**config.mk**
```make
export PLATFORM = sky130hd
export DESIGN_NAME = mealy_seq_detector
export DESIGN_NICKNAME = d
export VERILOG_FILES = /design/src/rtl/mealy_seq_detector.sv
export SDC_FILE = /design/constraint.sdc
export NUM_CORES = 1
export LEC_CHECK = 0
export ABC_AREA = 1
export BUFFER_PORTS_ARGS = -buffer_cell sky130_fd_sc_hd__buf_2
export CAP_MARGIN = 15
export CORE_UTILIZATION = 30
export CTS_CLUSTER_DIAMETER = 150
export CTS_CLUSTER_SIZE = 25
export DETAILED_ROUTE_END_ITERATION = 16
export GPL_TIMING_DRIVEN = 0
export SYNTH_ARGS = -nofsm -noshare
export SYNTH_HDL_FRONTEND = slang
export SYNTH_SLANG_ARGS = --single-unit
```
**constraint.sdc**
```tcl
create_clock -name clk -period 1.4 [get_ports clk]
set_input_delay 0.42 -clock clk [delete_from_list [all_inputs] [get_ports clk]]
set_output_delay 0.42 -clock clk [all_outputs]
set_load 0.005 [all_outputs]
```
**src/rtl/mealy_seq_detector.sv**
```systemverilog
// Mealy serial pattern detector with a runtime-loadable pattern,
// overlapping or non-overlapping detection, and a saturating match counter.
module mealy_seq_detector #(
  parameter int unsigned             PAT_W   = 4,
  parameter int unsigned             CNT_W   = 8,
  parameter logic [PAT_W-1:0]        PAT_RST = 4'b1011
) (
  input  logic             clk,
  input  logic             rst,
  input  logic             P1,
  input  logic             P1_valid,
  input  logic             overlap,
  input  logic             pat_load,
  input  logic [PAT_W-1:0] pat_in,
  output logic             z,
  output logic [CNT_W-1:0] match_cnt,
  output logic             cnt_sat
);

  localparam int unsigned      FILL_W   = $clog2(PAT_W);
  localparam logic [FILL_W-1:0] FILL_MAX = FILL_W'(PAT_W - 1);

  logic [PAT_W-1:0]  pat;
  logic [PAT_W-2:0]  hist;
  logic [FILL_W-1:0] fill;

  logic [PAT_W-1:0]  pat_nxt;
  logic [PAT_W-2:0]  hist_nxt;
  logic [FILL_W-1:0] fill_nxt;
  logic [CNT_W-1:0]  cnt_nxt;

  // Candidate window: stored history with the bit presented this cycle at the LSB.
  logic [PAT_W-1:0]  window;
  logic              full;
  logic              match;

  // Match decode: a full history window equal to the pattern, masked by load and reset.
  always_comb begin
    window  = {hist, P1};
    full    = (fill == FILL_MAX);
    match   = P1_valid & ~pat_load & ~rst & full & (window == pat);
    z       = match;
    cnt_sat = &match_cnt;
  end

  // Next-state: pattern load wins over data; invalid cycles hold everything.
  always_comb begin
    pat_nxt  = pat;
    hist_nxt = hist;
    fill_nxt = fill;
    cnt_nxt  = match_cnt;

    if (pat_load) begin
      pat_nxt  = pat_in;
      hist_nxt = '0;
      fill_nxt = '0;
      cnt_nxt  = '0;
    end else if (P1_valid) begin
      if (match) begin
        if (match_cnt != '1) begin
          cnt_nxt = match_cnt + CNT_W'(1);
        end
        if (overlap) begin
          // fill is already saturated here, so leaving it alone keeps the window full
          hist_nxt = window[PAT_W-2:0];
        end else begin
          hist_nxt = '0;
          fill_nxt = '0;
        end
      end else begin
        hist_nxt = window[PAT_W-2:0];
        if (!full) begin
          fill_nxt = fill + FILL_W'(1);
        end
      end
    end
  end

  // State register with synchronous reset taking priority over everything else.
  always_ff @(posedge clk) begin
    if (rst) begin
      pat       <= PAT_RST;
      hist      <= '0;
      fill      <= '0;
      match_cnt <= '0;
    end else begin
      pat       <= pat_nxt;
      hist      <= hist_nxt;
      fill      <= fill_nxt;
      match_cnt <= cnt_nxt;
    end
  end

endmodule

```
==> impl_metrics.yaml, run 1 <==
sta:
  worst_slew_pin_slew_ns: 0.319
  relSlewSlack: 0.786
  post-route-period-util: 1.21
  drv_slew: 0
  max_freq_ghz: 0.588
  rsz0062_at_grt: "yes"
  fin_ws_ns: -0.300
  hold_viol_final: 0
  skew_ns: 0.000638
  fin_crit_ns: 1.70
  fin_setup_tns_ns: -0.595
  setup_violations: 2
route:
  via_count: 975
  firstDrtPassIters: 4
  first_iter_violations: 22
  ant_nets: 0
  wl_per_cell_um: 10.2
  viasPerCell: 4.53
  totalWireLength_mm: 2.19
  drc: 0
cells_and_area:
  diodes: 0
  final_nets: 184
  area_growth_pct: 37.3
  final_util: 0.434
  drive_above_1_share: 0.474
  finalNonFillerCells: 215
  fillerInstances: 315
synth:
  ys.warnings.count: 0
  synthCells: 141
  ys_types: 24
  syn_area_per_cell_um2: 6.85
  syn_area_um2: 966
  synth_seq_area_share: 0.352
  ys_ff_latch: 17
  synth_fp_nets: 153
die:
  io_pins: 20
  fp.dieArea_mm2: 0.00345
  start_util: 0.316
  die_w_um: 58.7
  core-area_mm2: 0.00305
  die_h_um: 58.7
  fp-row-count: 20
cts:
  root_buffer: "clkbuf_4"
  worst_skew_pair.late_latency_ns: 0.30
  clkSlewWorstSetupHoldPaths_ns: 0.11
  cts_tree: "built"
  cts_made_buffers: 3
  cts.sinks: 17
  cts_buffer_depth: 2
  htreeDepth: 1
place:
  port_buffers: 18
  dp.cells: 203
  gp_congestion: 0.846
  dp_hpwl_mm: 1.56
worst_setup_path:
  worst-r2r-setup-slack_ns: 0.03
  cp_top_family: "flip-flops"
  reg2reg_from: "match_cnt[1]$_SDFFE_PP0P_"
  cp_slowest_cell: "dfxtp_2"
  worst_ep_arrival_time_ns: 1.28
  cp-end-kind: "output port"
  worst_r2r_endpoint: "match_cnt[1]$_SDFFE_PP0P_"
  worstPathMaxFanout: 2
  path_class: "flop to output port"
  cpPeakStageDelay_ns: 0.37
  cp.depth: 6
  crit_chain: "ha_4 > inv_4 > nor2_4 > nand4_1 > inv_2 > buf_6"
  crit_buf_inv: 3
  reg2reg_depth: 9
  worstPathRequired_ns: 0.98
  cp-start-kind: "flop"
grt:
  grt_pass1_wl_mm: 3.55
  grt-ovfl-total: 0
  grt_max_degree: 11
  met1_usage: 0.163
  busiest_layer: "met2"
  track_usage: 0.132
  gr-usage-met3: 0.00659
  grt_util_met2: 0.234
  grt_pass1_vias: 881
  antenna_found_initial: 0
pwr:
  peakVddDrop_uv: 220
  power_density_mw_per_mm2: 680
  power.leakage_nw: 0.601
worst_hold_path:
  holdPathEnd: "pat[1]$_SDFFE_PP1P_"
  hold_depth: 3
  min_path_type: "input port to flop"
  hold_start: "pat_in[1]"
run_status:
  status: "finished, violations left"
  violations: "negative setup slack"
flow_run:
  maxCapViolations: 0
## layer usage
metal | routed length (um) | part of all wire
met4 | 55 | 0.025
met3 | 29 | 0.013
met5 | 0 | 0
met2 | 1100 | 0.50
met1 | 1000 | 0.46
## Yosys cell counts (all sizes together)
| master | number | share of area |
|---|---|---|
| nand4 | 6 | 0.052 |
| nand2 | 41 | 0.17 |
| inv | 24 | 0.093 |
| xor2 | 3 | 0.027 |
| nor2 | 21 | 0.12 |
| dfxtp | 17 | 0.35 |
| ha | 2 | 0.026 |
| o21ai | 5 | 0.026 |
| nor4 | 1 | 0.0065 |
| xnor2 | 1 | 0.0091 |
| buf | 1 | 0.0052 |
| a31oi | 3 | 0.019 |
| nor3 | 2 | 0.016 |
| nand3 | 4 | 0.026 |
| a21oi | 10 | 0.052 |
## final cells by class
class | instances | area (um^2) | area share
Clock inverter | 1 | 5.00 | 0.00377
Tap cell | 44 | 55.1 | 0.0415
Buffer | 1 | 5.00 | 0.00377
Sequential cell | 17 | 354 | 0.267
Timing Repair Buffer | 26 | 160 | 0.121
Inverter | 24 | 95.1 | 0.0717
Clock buffer | 3 | 22.5 | 0.0170
Multi-Input combinational cell | 99 | 629 | 0.475
## flip-flops by register name, summed over array words and instances (netlist names)
register / flops
hist: 3
match_cnt: 8
pat: 4
fill: 2
## cell families (layout without fill, tap and decap cells)
group | Yosys count | in the layout | synth area share
fa+ha+maj | 2 | 2 | 0.0259
xor+xnor | 4 | 4 | 0.0363
buf+inv | 25 | 55 | 0.0984
flops | 17 | 17 | 0.352
simple gates | 75 | 75 | 0.390
compound gates | 18 | 18 | 0.0972
## worst reg2reg max path: stages, from the launching register on
cell,delay [ns]
dfxtp_2,0.35
ha_4,0.16
inv_4,0.06
nor2_4,0.04
nand4_1,0.10
buf_4,0.14
nand4_4,0.16
inv_4,0.13
nand2_2,0.05
a21oi_2,0.12
## layout by cell type (no fill, tap or decap), drive strengths merged
cell,n
ha,2
a21oi,10
a31oi,3
nor2,21
buf,27
xor2,3
nand2,41
o21ai,5
xnor2,1
nor3,2
clkbuf,3
dfxtp,17
nand3,4
clkinv,1
nand4,6
nor4,1
inv,24
## repair_timing
| item | 4_1_cts | 5_1_grt |
|---|---|---|
| setup endpoints to repair | 12 | 11 |
| resized for setup | 20 | 21 |
| pin swaps | 15 | 11 |
| setup buffers | 8 | 1 |
| hold buffers | 0 | 0 |
## per-stage QoR
stage / instance area [um^2] / total power [mW] / setup slack (ns) / hold slack [ns]
floorplan: 973 / 0.580 / 0.00299 / 0.445
global placement: 1120 / 0.608 / -0.357 / 0.451
global route: 1330 / 0.930 / -0.387 / 0.356
finish: 1330 / 0.902 / -0.300 / 0.329
CTS: 1250 / 0.899 / -0.303 / 0.335
detailed placement: 1120 / 0.610 / -0.357 / 0.454
## where the power goes
part / internal [mW] / switching [mW] / total (mW)
registers: 0.497 / 0.00855 / 0.505
clock network: 0.107 / 0.180 / 0.287
logic: 0.0418 / 0.0677 / 0.109
total: 0.645 / 0.257 / 0.902
## worst max path at each step
stage	from	endpoint	slack [ns]
after floorplan	match_cnt[1]$_SDFFE_PP0P_	cnt_sat	0.003
after global placement	pat_load	z	-0.36
after global routing	pat[0]$_SDFFE_PP1P_	z	-0.39
after detailed placement	pat_load	z	-0.36
final	match_cnt[0]$_SDFFE_PP0P_	cnt_sat	-0.30
after CTS	hist[0]$_SDFFE_PP0P_	z	-0.30
Power figures use the tool's default switching activity.
==> inputs of run 2 (changes only) <==
Clock period 1.4 ns to 2.2 ns, I/O delays scaled along.
==> run 2 against run 1 <==
  * The flow now finishes without violations
  * Sequential power fell by 37%
  * Routed wire length fell by 7.6%
  * First-iteration DRC count rose by 86%
  * Final cell count fell by 2.8%
  * Final area fell by 13%
  * Clock skew rose by 0.0023 ns
  * Die area did not move
  * Utilization fell by 5.5 points
  * Non-clock buffer count fell by 6
  * Combinational power fell by 43%
  * Power fell by 38%
  * Critical path depth fell by 1
==> impl_metrics.yaml, run 2 (synthesis gave the netlist of run 1 again) <==
route:
  totalWireLength_mm: 2.02
  firstDrtPassIters: 5
  first_iter_violations: 41
  via_count: 953
  viasPerCell: 4.56
  wl_per_cell_um: 9.67
  ant_nets: 0
  drc: 0
worst_setup_path:
  cp-start-kind: "input port"
  path_class: "input port to output port"
  worstPathRequired_ns: 1.54
  cp-end-kind: "output port"
  worst_ep_arrival_time_ns: 1.41
  worstPathMaxFanout: 4
sta:
  max_freq_ghz: 0.483
  drv_slew: 0
  rsz0062_at_grt: "no"
  relSlewSlack: 0.792
  holdWs_ns: 0.472
  post-route-period-util: 0.940
  worst_slew_pin_slew_ns: 0.311
  hold_viol_final: 0
  fin_crit_ns: 2.07
  setup_violations: 0
  fin_ws_ns: 0.132
  skew_ns: 0.00294
die:
  fp.dieArea_mm2: 0.00345
  io_pins: 20
  fp-row-count: 20
  start_util: 0.316
  die_w_um: 58.7
  die_h_um: 58.7
  core-area_mm2: 0.00305
pwr:
  power.leakage_nw: 0.570
  p_seq_frac: 0.572
  peakVddDrop_uv: 108
  p_switching_mw: 0.150
  share_comb_of_total_power: 0.110
  power_density_mw_per_mm2: 482
  p_int_mw: 0.409
  p_clk_frac: 0.318
  switching_share: 0.268
grt:
  track_usage: 0.129
  grt_pass1_vias: 829
  antenna_found_initial: 0
  grt_pass1_wl_mm: 3.38
  grt-ovfl-total: 0
  grt_max_degree: 10
cts:
  root_buffer: "clkbuf_4"
  clkSlewWorstSetupHoldPaths_ns: 0.10
  postCtsHoldBufs: 0
  cts_made_buffers: 3
  cts_tree: "built"
  cts_buffer_depth: 2
  htreeDepth: 1
  worst_skew_pair.late_latency_ns: 0.30
  cts.sinks: 17
cells_and_area:
  top_register: "match_cnt"
  fin_area_mm2: 0.00116
  fillerInstances: 350
  mostFrequentLayoutCells: "nand2_1, inv_1, buf_2"
  final_nets: 178
  register_area_um2: 343
  diodes: 0
  largestRegisters: "match_cnt (8), pat (4), hist (3)"
  final_util: 0.380
  largest_register_ffs: 8
  layout_commonest_cell: "nand2_1"
  multiInputGateArea_um2: 536
  area_growth_pct: 20.1
  drive_above_1_share: 0.261
run_status:
  status: "complete, no violations"
place:
  gp_congestion: 0.875
  dp_hpwl_mm: 1.56
  post-place-ws_ns: -0.0505
  port_buffers: 18
  place_area_mm2: 0.00111
worst_hold_path:
  min_path_type: "flop to flop"
flow_run:
  maxCapViolations: 0
-- run 2: cell types whose count changed in the layout (fill, tap and decap cells not counted), sizes merged --
cell    previous run  this run
buf               27        21
clkbuf             3         4
clkinv             1         0
-- run 2: what timing repair did --
action                     in CTS  in global routing
gates resized for setup         1                  4
setup endpoints to repair       2                  1
gates cloned                    0                  0
pin swaps                       2                  1
setup buffers                   2                  0
-- run 2: routing by layer --
metal	wire, um	share of wire	global-route usage
met1	878	0.43	0.160
met2	1020	0.50	0.218
met3	73	0.036	0.00879
met4	53	0.026	0.0816
met5	0	0	0
-- run 2: metrics by stage --
step,setup TNS [ns],std cells,power (mW)
after global routing,0,209,0.587
after floorplan,0,141,0.369
after CTS,0,209,0.568
after detailed placement,-0.0505,203,0.387
final,0,209,0.559
after global placement,-0.0546,203,0.386
-- run 2: final timing paths --
| path | startpoint | endpoint | slack [ns] | cells past startpoint |
|---|---|---|---|---|
| worst max-delay path | rst | z | 0.13 | 5 |
| worst min-delay path | match_cnt[0]$_SDFFE_PP0P_ | match_cnt[0]$_SDFFE_PP0P_ | 0.47 | 1 |
| worst max register to register | match_cnt[0]$_SDFFE_PP0P_ | match_cnt[6]$_SDFFE_PP0P_ | 0.66 | 9 |
| worst min register to register | match_cnt[0]$_SDFFE_PP0P_ | match_cnt[0]$_SDFFE_PP0P_ | 0.47 | 1 |
-- run 2: layout make-up --
cell class / instances / share of cell area
Inverter: 24 / 0.0777
Sequential cell: 17 / 0.296
Tap cell: 44 / 0.0475
Multi-Input combinational cell: 99 / 0.462
Timing Repair Buffer: 20 / 0.0906
Clock buffer: 4 / 0.0227
Buffer: 1 / 0.00432
-- run 2: power groups by stage --
stage | registers, mW | logic (mW) | clock network [mW]
2_1_floorplan | 0.326 | 0.0431 | 0
3_3_place_gp | 0.326 | 0.0598 | 0
3_5_place_dp | 0.327 | 0.0606 | 0
4_1_cts | 0.320 | 0.0623 | 0.186
5_1_grt | 0.321 | 0.0694 | 0.197
6_report | 0.320 | 0.0617 | 0.178
-- run 2: critical path, cell delays in order --
cell     delay, ns
buf_2         0.13
nor2_4        0.12
nand4_1       0.10
nor4_1        0.24
buf_2         0.16
